**src/rtl/hazard_forward_unit.sv**
```systemverilog
// Hazard control on the ID/EXE feedback path: operand-forward selects, load-use stall/bubble,
// taken-branch IF/ID flush sequencing and saturating stall/flush counters.
module hazard_forward_unit #(
  parameter int RN_W             = 5,
  parameter int CNT_W            = 16,
  parameter int BRANCH_FLUSH_CYC = 1
) (
  input  logic             clk,
  input  logic             rst,
  input  logic [RN_W-1:0]  id_rs,
  input  logic [RN_W-1:0]  id_rt,
  input  logic             id_use_rs,
  input  logic             id_use_rt,
  input  logic             id_branch_taken,
  input  logic             exe_wreg,
  input  logic             exe_m2reg,
  input  logic [RN_W-1:0]  exe_rn,
  input  logic             mem_wreg,
  input  logic             mem_m2reg,
  input  logic [RN_W-1:0]  mem_rn,
  output logic [1:0]       fwda,
  output logic [1:0]       fwdb,
  output logic             stall,
  output logic             bubble,
  output logic             flush_ifid,
  output logic [CNT_W-1:0] stall_count,
  output logic [CNT_W-1:0] flush_count
);

  typedef enum logic {RUN = 1'b0, FLUSH = 1'b1} state_t;

  localparam logic             MULTI_FLUSH = (BRANCH_FLUSH_CYC > 1);
  localparam logic [1:0]       FLUSH_INIT  = (BRANCH_FLUSH_CYC > 1) ? 2'(BRANCH_FLUSH_CYC - 2) : 2'd0;
  localparam logic [CNT_W-1:0] CNT_MAX     = {CNT_W{1'b1}};

  state_t     state;
  logic [1:0] flush_rem;
  logic       lu;

  // A load in EXE cannot forward yet; register 0 is hard-wired and never forwards.
  function automatic logic [1:0] fwd_sel(input logic [RN_W-1:0] r);
    logic [1:0] sel;
    sel = 2'b00;
    if (r != '0) begin
      if (exe_wreg && !exe_m2reg && exe_rn == r)
        sel = 2'b01;
      else if (mem_wreg && mem_rn == r)
        sel = mem_m2reg ? 2'b11 : 2'b10;
    end
    return sel;
  endfunction

  assign lu = exe_wreg && exe_m2reg && (exe_rn != '0) &&
              ((id_use_rs && id_rs == exe_rn) || (id_use_rt && id_rt == exe_rn));

  // Control outputs are Mealy: they respond to ID inputs in the same cycle.
  always_comb begin
    fwda       = 2'b00;
    fwdb       = 2'b00;
    stall      = 1'b0;
    bubble     = 1'b0;
    flush_ifid = 1'b0;
    if (!rst) begin
      fwda = fwd_sel(id_rs);
      fwdb = fwd_sel(id_rt);
      case (state)
        RUN: begin
          if (lu) begin
            stall  = 1'b1;
            bubble = 1'b1;
          end else if (id_branch_taken) begin
            flush_ifid = 1'b1;
          end
        end
        FLUSH:   flush_ifid = 1'b1;
        default: ;
      endcase
    end
  end

  always_ff @(posedge clk) begin
    if (rst) begin
      state       <= RUN;
      flush_rem   <= 2'd0;
      stall_count <= '0;
      flush_count <= '0;
    end else begin
      if (stall && stall_count != CNT_MAX)
        stall_count <= stall_count + 1'b1;
      if (flush_ifid && flush_count != CNT_MAX)
        flush_count <= flush_count + 1'b1;
      case (state)
        RUN: begin
          if (!lu && id_branch_taken && MULTI_FLUSH) begin
            state     <= FLUSH;
            flush_rem <= FLUSH_INIT;
          end
        end
        FLUSH: begin
          if (flush_rem == 2'd0)
            state <= RUN;
          else
            flush_rem <= flush_rem - 2'd1;
        end
        default: state <= RUN;
      endcase
    end
  end

endmodule
```
**config.mk**
```make
export PLATFORM = sky130hd
export DESIGN_NAME = hazard_forward_unit
export DESIGN_NICKNAME = d
export VERILOG_FILES = /design/src/rtl/hazard_forward_unit.sv
export SDC_FILE = /design/constraint.sdc
export NUM_CORES = 1
export LEC_CHECK = 0
export ABC_AREA = 1
export BUFFER_PORTS_ARGS = -buffer_cell sky130_fd_sc_hd__clkbuf_2
export CAP_MARGIN = 20
export CORE_UTILIZATION = 56
export DETAILED_ROUTE_END_ITERATION = 10
export PLACE_DENSITY = 0.95
export SETUP_SLACK_MARGIN = 0.3
export SLEW_MARGIN = 20
export SYNTH_ARGS = -nofsm -noshare
export SYNTH_HDL_FRONTEND = slang
export SYNTH_SLANG_ARGS = --single-unit
```
**constraint.sdc**
```tcl
create_clock -name clk -period 2.4 [get_ports clk]
set_input_delay 0.12 -clock clk [delete_from_list [all_inputs] [get_ports clk]]
set_output_delay 0.12 -clock clk [all_outputs]
set_load 0.005 [all_outputs]
```
Yosys cells after proc, flatten, opt, wreduce, memory -nomap -nowiden
Cells that the tools add are included.

Add/subtract/negate cells: 3. Multipliers: 0. Div/mod/pow operators: 0. $lt $le $gt $ge: 0. Equal/unequal tests: 8. Shift operators: 0. Mux-type cells: 17. Bitwise logic cells: 2. Reduce and logical (&&, ||, !) cells: 20.

Operator list (count): $add A16 B1 Y16 const B (2); $ne A16 B16 Y1 const B (2); $eq A5 B5 Y1 (6); $mux W2 (8); $reduce_bool A5 Y1 (3); $logic_and A1 B1 Y1 (12); $mux W1 (8); $logic_not A2 Y1 (1); $not A1 Y1 (2); $pmux W1 S2 (1); $reduce_and A2 Y1 (1); $reduce_or A2 Y1 (1); $sub A2 B1 Y2 const B (1); $logic_not A1 Y1 (1); $logic_or A1 B1 Y1 (1).

Register bits after elaboration: 35. Latch bits: 0. Bits in writable memories: 0. Memory bits (read-only): 0. Bits of input ports: 29. Output and inout port bits: 39. Logic and storage cells: 54. Memories kept: 0.

Logic depth before layout (Yosys ltp)
Depth after elaboration: 8. Gate-level depth with buffers: 12. Depth with buffers taken out: 12.

Worst setup path before layout
Ideal clock, no wire load.

Kind: register -> register. Start: reg flush_count[0]. End: reg flush_count[12]. Setup time: 70 ps. Data arrival time: 1597 ps. Data required time: 2330 ps. Setup slack: 732 ps. Stages on the path, launching flop included: 11. Buffers on the path: 1. Clock period less this slack: 1668 ps. Path through: dfxtp_1 > ha_1 > nand2_1 > nor2_2 > nand2_1 > nor2_1 > nand4_2 > nand3_2 > buf_6 > nand2_1 > a21oi_1.

Cells in the longest elaborated chain, start to end: 2. Elaborated cells on any way between the ends: 3. Those cells by class: add/sub: 1; eq/ne: 1; reduce/logical: 1.

Ends and longest elaborated chain: start, declared (RTL line 27) `output logic [CNT_W-1:0] flush_count`; start signal, assigned (RTL line 91) `flush_count <= flush_count + 1'b1;`; parallel branches: the longest is 2 deep, another holds $add A16 B1 Y16.

Parallel ways; which one is timed is not known. A chain may end at the register's enable or synchronous reset.

Final worst setup path
Start: reg flush_count[0]. End: reg flush_count[3].

The elaborated chain is that of the path after synthesis.

==> results.md <==
- Final #Nets: 474
- Min-Delay Path Depth: 3
- HPWL Detailed: 4.88 mm
- Vias per cell: 5.64
- Netlist cell types: 28
- Syn_area_per_cell: 6.39 sq um
- Most frequent cell after synthesis: nand2_1
- Post-synth EDFFs: 0
- Final slew viol count: 0
- Post-synth ARST share: 0
- TritonCTS buffer count: 5
- Deepest clock path buffer count: 2
- Placed instance area: 2770 sq um
- Worst endpoint required time: 2.57 ns
- WP data arrival: 2.03 ns
- Cell count after synthesis: 374
- Combinational power share: 0.104
- Hold WS: 0.310 ns
- Root Buffer: clkbuf_8
- Worst hold path type: input pin to flip-flop
- Commonest cells in the netlist: 102 x nand2_1, 43 x nor2_1, 42 x inv_1
- Sw frac: 0.244
- Total gr overflow: 0
- CORE AREA: 4060 sq um
- Post-DRT Antenna Nets: 0
- Net switching power: 313 uW
- Port Buffers: 67
- Clock power frac: 0.438
- Synthesized flop and latch total: 35
- Clk slew on worst S/H paths: 0.07 ns
- R2r setup slk: 0.54 ns
- Total track usage: 0.318
- RR Endpoint: flush_count[3]$_SDFFE_PP0P_
- DRC viols: 0
- Max cap viols: 0
- Initial drt markers: 219
- Worst-path fanout max: 14
- Via count: 2782
- Min Tclk post-route: 1.86 ns
- IO Pins: 68
- Vias in the first global route: 2511
- Sequential fraction of design power: 0.458
- Routability Congestion: 1.09
- Depth of the worst register-to-register path: 9
- Power Density: 443 nW/um^2
- Wirelength per Cell: 13.4 um
- Worst Setup Path Type: flip-flop to flip-flop
- Die height: 67.3 um
- Worst Setup Start Kind: flip-flop
- Effective utilization at floorplan: 0.589
- Leakage: 0.00129 uW
- Final Setup Violations: 0
- Syn nets: 406
- Synth Flop Type: dfxtp_1
- Num rows: 23
- Clock Latency Late Sink: 0.30 ns
- Largest cells by area after synthesis: dfxtp_1 29%, nand2_1 16%, xor2_1 8.4%, nand4_1 7.3%, nor2_1 6.8%
- Clk_skew: 0.00823 ns
- Post-Route WL: 6.59 mm
- Worst slack, placed: 0.522 ns
- Layout cell share with drive strength beyond 1: 0.199
- CTS tree: built
- Final instance area: 2890 sq um
- Largest net degree at the start of global routing: 29
- Critical R2R Launch: flush_count[0]$_SDFFE_PP0P_
- Worst hold endpoint: state$_SDFF_PP0_
- Power after layout: 1280 uW
- Worst Setup End Kind: flip-flop
- Drt first pass iters: 5
- Worst-margin pin slew: 0.489 ns
- Final hold viol count: 0
- Share of the synthesized area in the top cell type: 0.293
- Highest Clock Rate: 538 MHz
- Initial antenna violation count: 0
- Setup TNS: 0 ns
- First-pass GRT wire length: 10.9 mm
- Die area: 4530 sq um
- H-Tree Depth: 2
- Post-synth top area cell: dfxtp_1
- Sequential area share after synthesis: 0.293
- Final setup margin: 0.541 ns
- Synth Warn #: 0
- Int Pwr: 968 uW
- Max-slew headroom: 0.673
- Die width: 67.3 um
- Synthesized area: 2390 sq um
- Status: complete, no violations
- Hold Startpoint: rst
- CTS Sinks: 35
- Area grow syn2layout: 21.0%
- RSZ-0062 raised after global routing: no
- Period utilisation layout: 0.775
- Worst vdd ir: 230 uV
- N_diodes: 0
==> final cells by class <==
type / count / area (sq um)
sequential: 35 / 701
clock buffer: 6 / 82.6
timing repair buffer: 72 / 373
inverter: 44 / 165
multi-input combinational: 284 / 1470
clock inverter: 2 / 35.0
fill: 335 / 1170
tap: 50 / 62.6
==> repair_timing <==
| item | 4_1_cts | 5_1_grt |
|---|---|---|
| hold endpoints to repair | 0 | 0 |
| hold buffers | 0 | 0 |
| buffers inserted | 0 | 0 |
| resized for setup | 0 | 1 |
| setup endpoints to repair | 0 | 1 |
==> worst max-delay path: stages, from the launching register on <==
cell	delay [ns]
dfxtp_1	0.42
ha_1	0.25
nand2_1	0.10
nor2_2	0.19
nand2_1	0.08
nor2_1	0.12
nand4_2	0.16
buf_4	0.24
nand4_1	0.11
a21oi_1	0.07
==> how the worst max path moves through the flow <==
| stage | to | startpoint | cells after the start | slack, ns |
|---|---|---|---|---|
| 3_3_place_gp | flush_count[1]$_SDFFE_PP0P_ | flush_count[0]$_SDFFE_PP0P_ | 10 | 0.58 |
| 3_5_place_dp | flush_count[1]$_SDFFE_PP0P_ | flush_count[0]$_SDFFE_PP0P_ | 10 | 0.52 |
| 5_1_grt | flush_count[5]$_SDFFE_PP0P_ | flush_count[0]$_SDFFE_PP0P_ | 9 | 0.36 |
| 2_1_floorplan | flush_count[12]$_SDFFE_PP0P_ | flush_count[0]$_SDFFE_PP0P_ | 10 | 0.73 |
| 4_1_cts | flush_count[1]$_SDFFE_PP0P_ | flush_count[0]$_SDFFE_PP0P_ | 10 | 0.50 |
| 6_report | flush_count[3]$_SDFFE_PP0P_ | flush_count[0]$_SDFFE_PP0P_ | 9 | 0.54 |
==> per-stage QoR <==
stage,instances,utilization
floorplan,374,-
global placement,485,0.681
detailed placement,485,0.681
CTS,493,0.710
global route,493,0.712
finish,493,0.712
==> per-layer routing <==
layer	vias to the layer above	GRT usage	wire length [um]
met2	123	0.539	3160
met1	1282	0.378	2710
li1	1348	-	-
met3	29	0.0676	494
met5	-	0	0
met4	0	0.152	216
==> sequential cells by signal (all words and copies together) (netlist names) <==
name and count:
flush_rem 2, stall_count 16, flush_count 16, state 1
==> logic make-up after synthesis <==
logic type      synth area share
compound gates            0.0901
flops                      0.293
buf+inv                   0.0938
fa+ha+maj                 0.0157
simple gates               0.386
xor+xnor                   0.121
==> power groups by stage <==
stage / Clock, uW / Sequential [uW] / Combinational, uW
finish: 561 / 587 / 133
global route: 585 / 587 / 148
CTS: 566 / 587 / 130
detailed placement: 0 / 600 / 130
global placement: 0 / 600 / 128
floorplan: 0 / 600 / 72.7
==> cell usage in the layout, fill, tap and decap left out <==
| cell type | count |
|---|---|
| xor2_1 | 23 |
| a21oi_1 | 29 |
| clkbuf_8 | 6 |
| nor3b_2 | 1 |
| inv_2 | 2 |
| bufinv_16 | 1 |
| nand4_1 | 28 |
| nand3_4 | 1 |
| dfxtp_1 | 35 |
| nor2_2 | 2 |
| ha_1 | 3 |
| o22ai_1 | 1 |
| nand3_1 | 18 |
| clkbuf_2 | 67 |
| inv_1 | 42 |
| buf_4 | 5 |
| nor3_1 | 7 |
| o21ai_0 | 8 |
| nor3_2 | 1 |
| nand4_2 | 1 |
| nand3b_1 | 1 |
| nor2_1 | 43 |
| clkinv_2 | 1 |
| nand2_1 | 102 |
| a21boi_0 | 2 |
| xnor2_1 | 10 |
| nor4_1 | 2 |
| o221ai_1 | 1 |
Power figures use the tool's default switching activity.
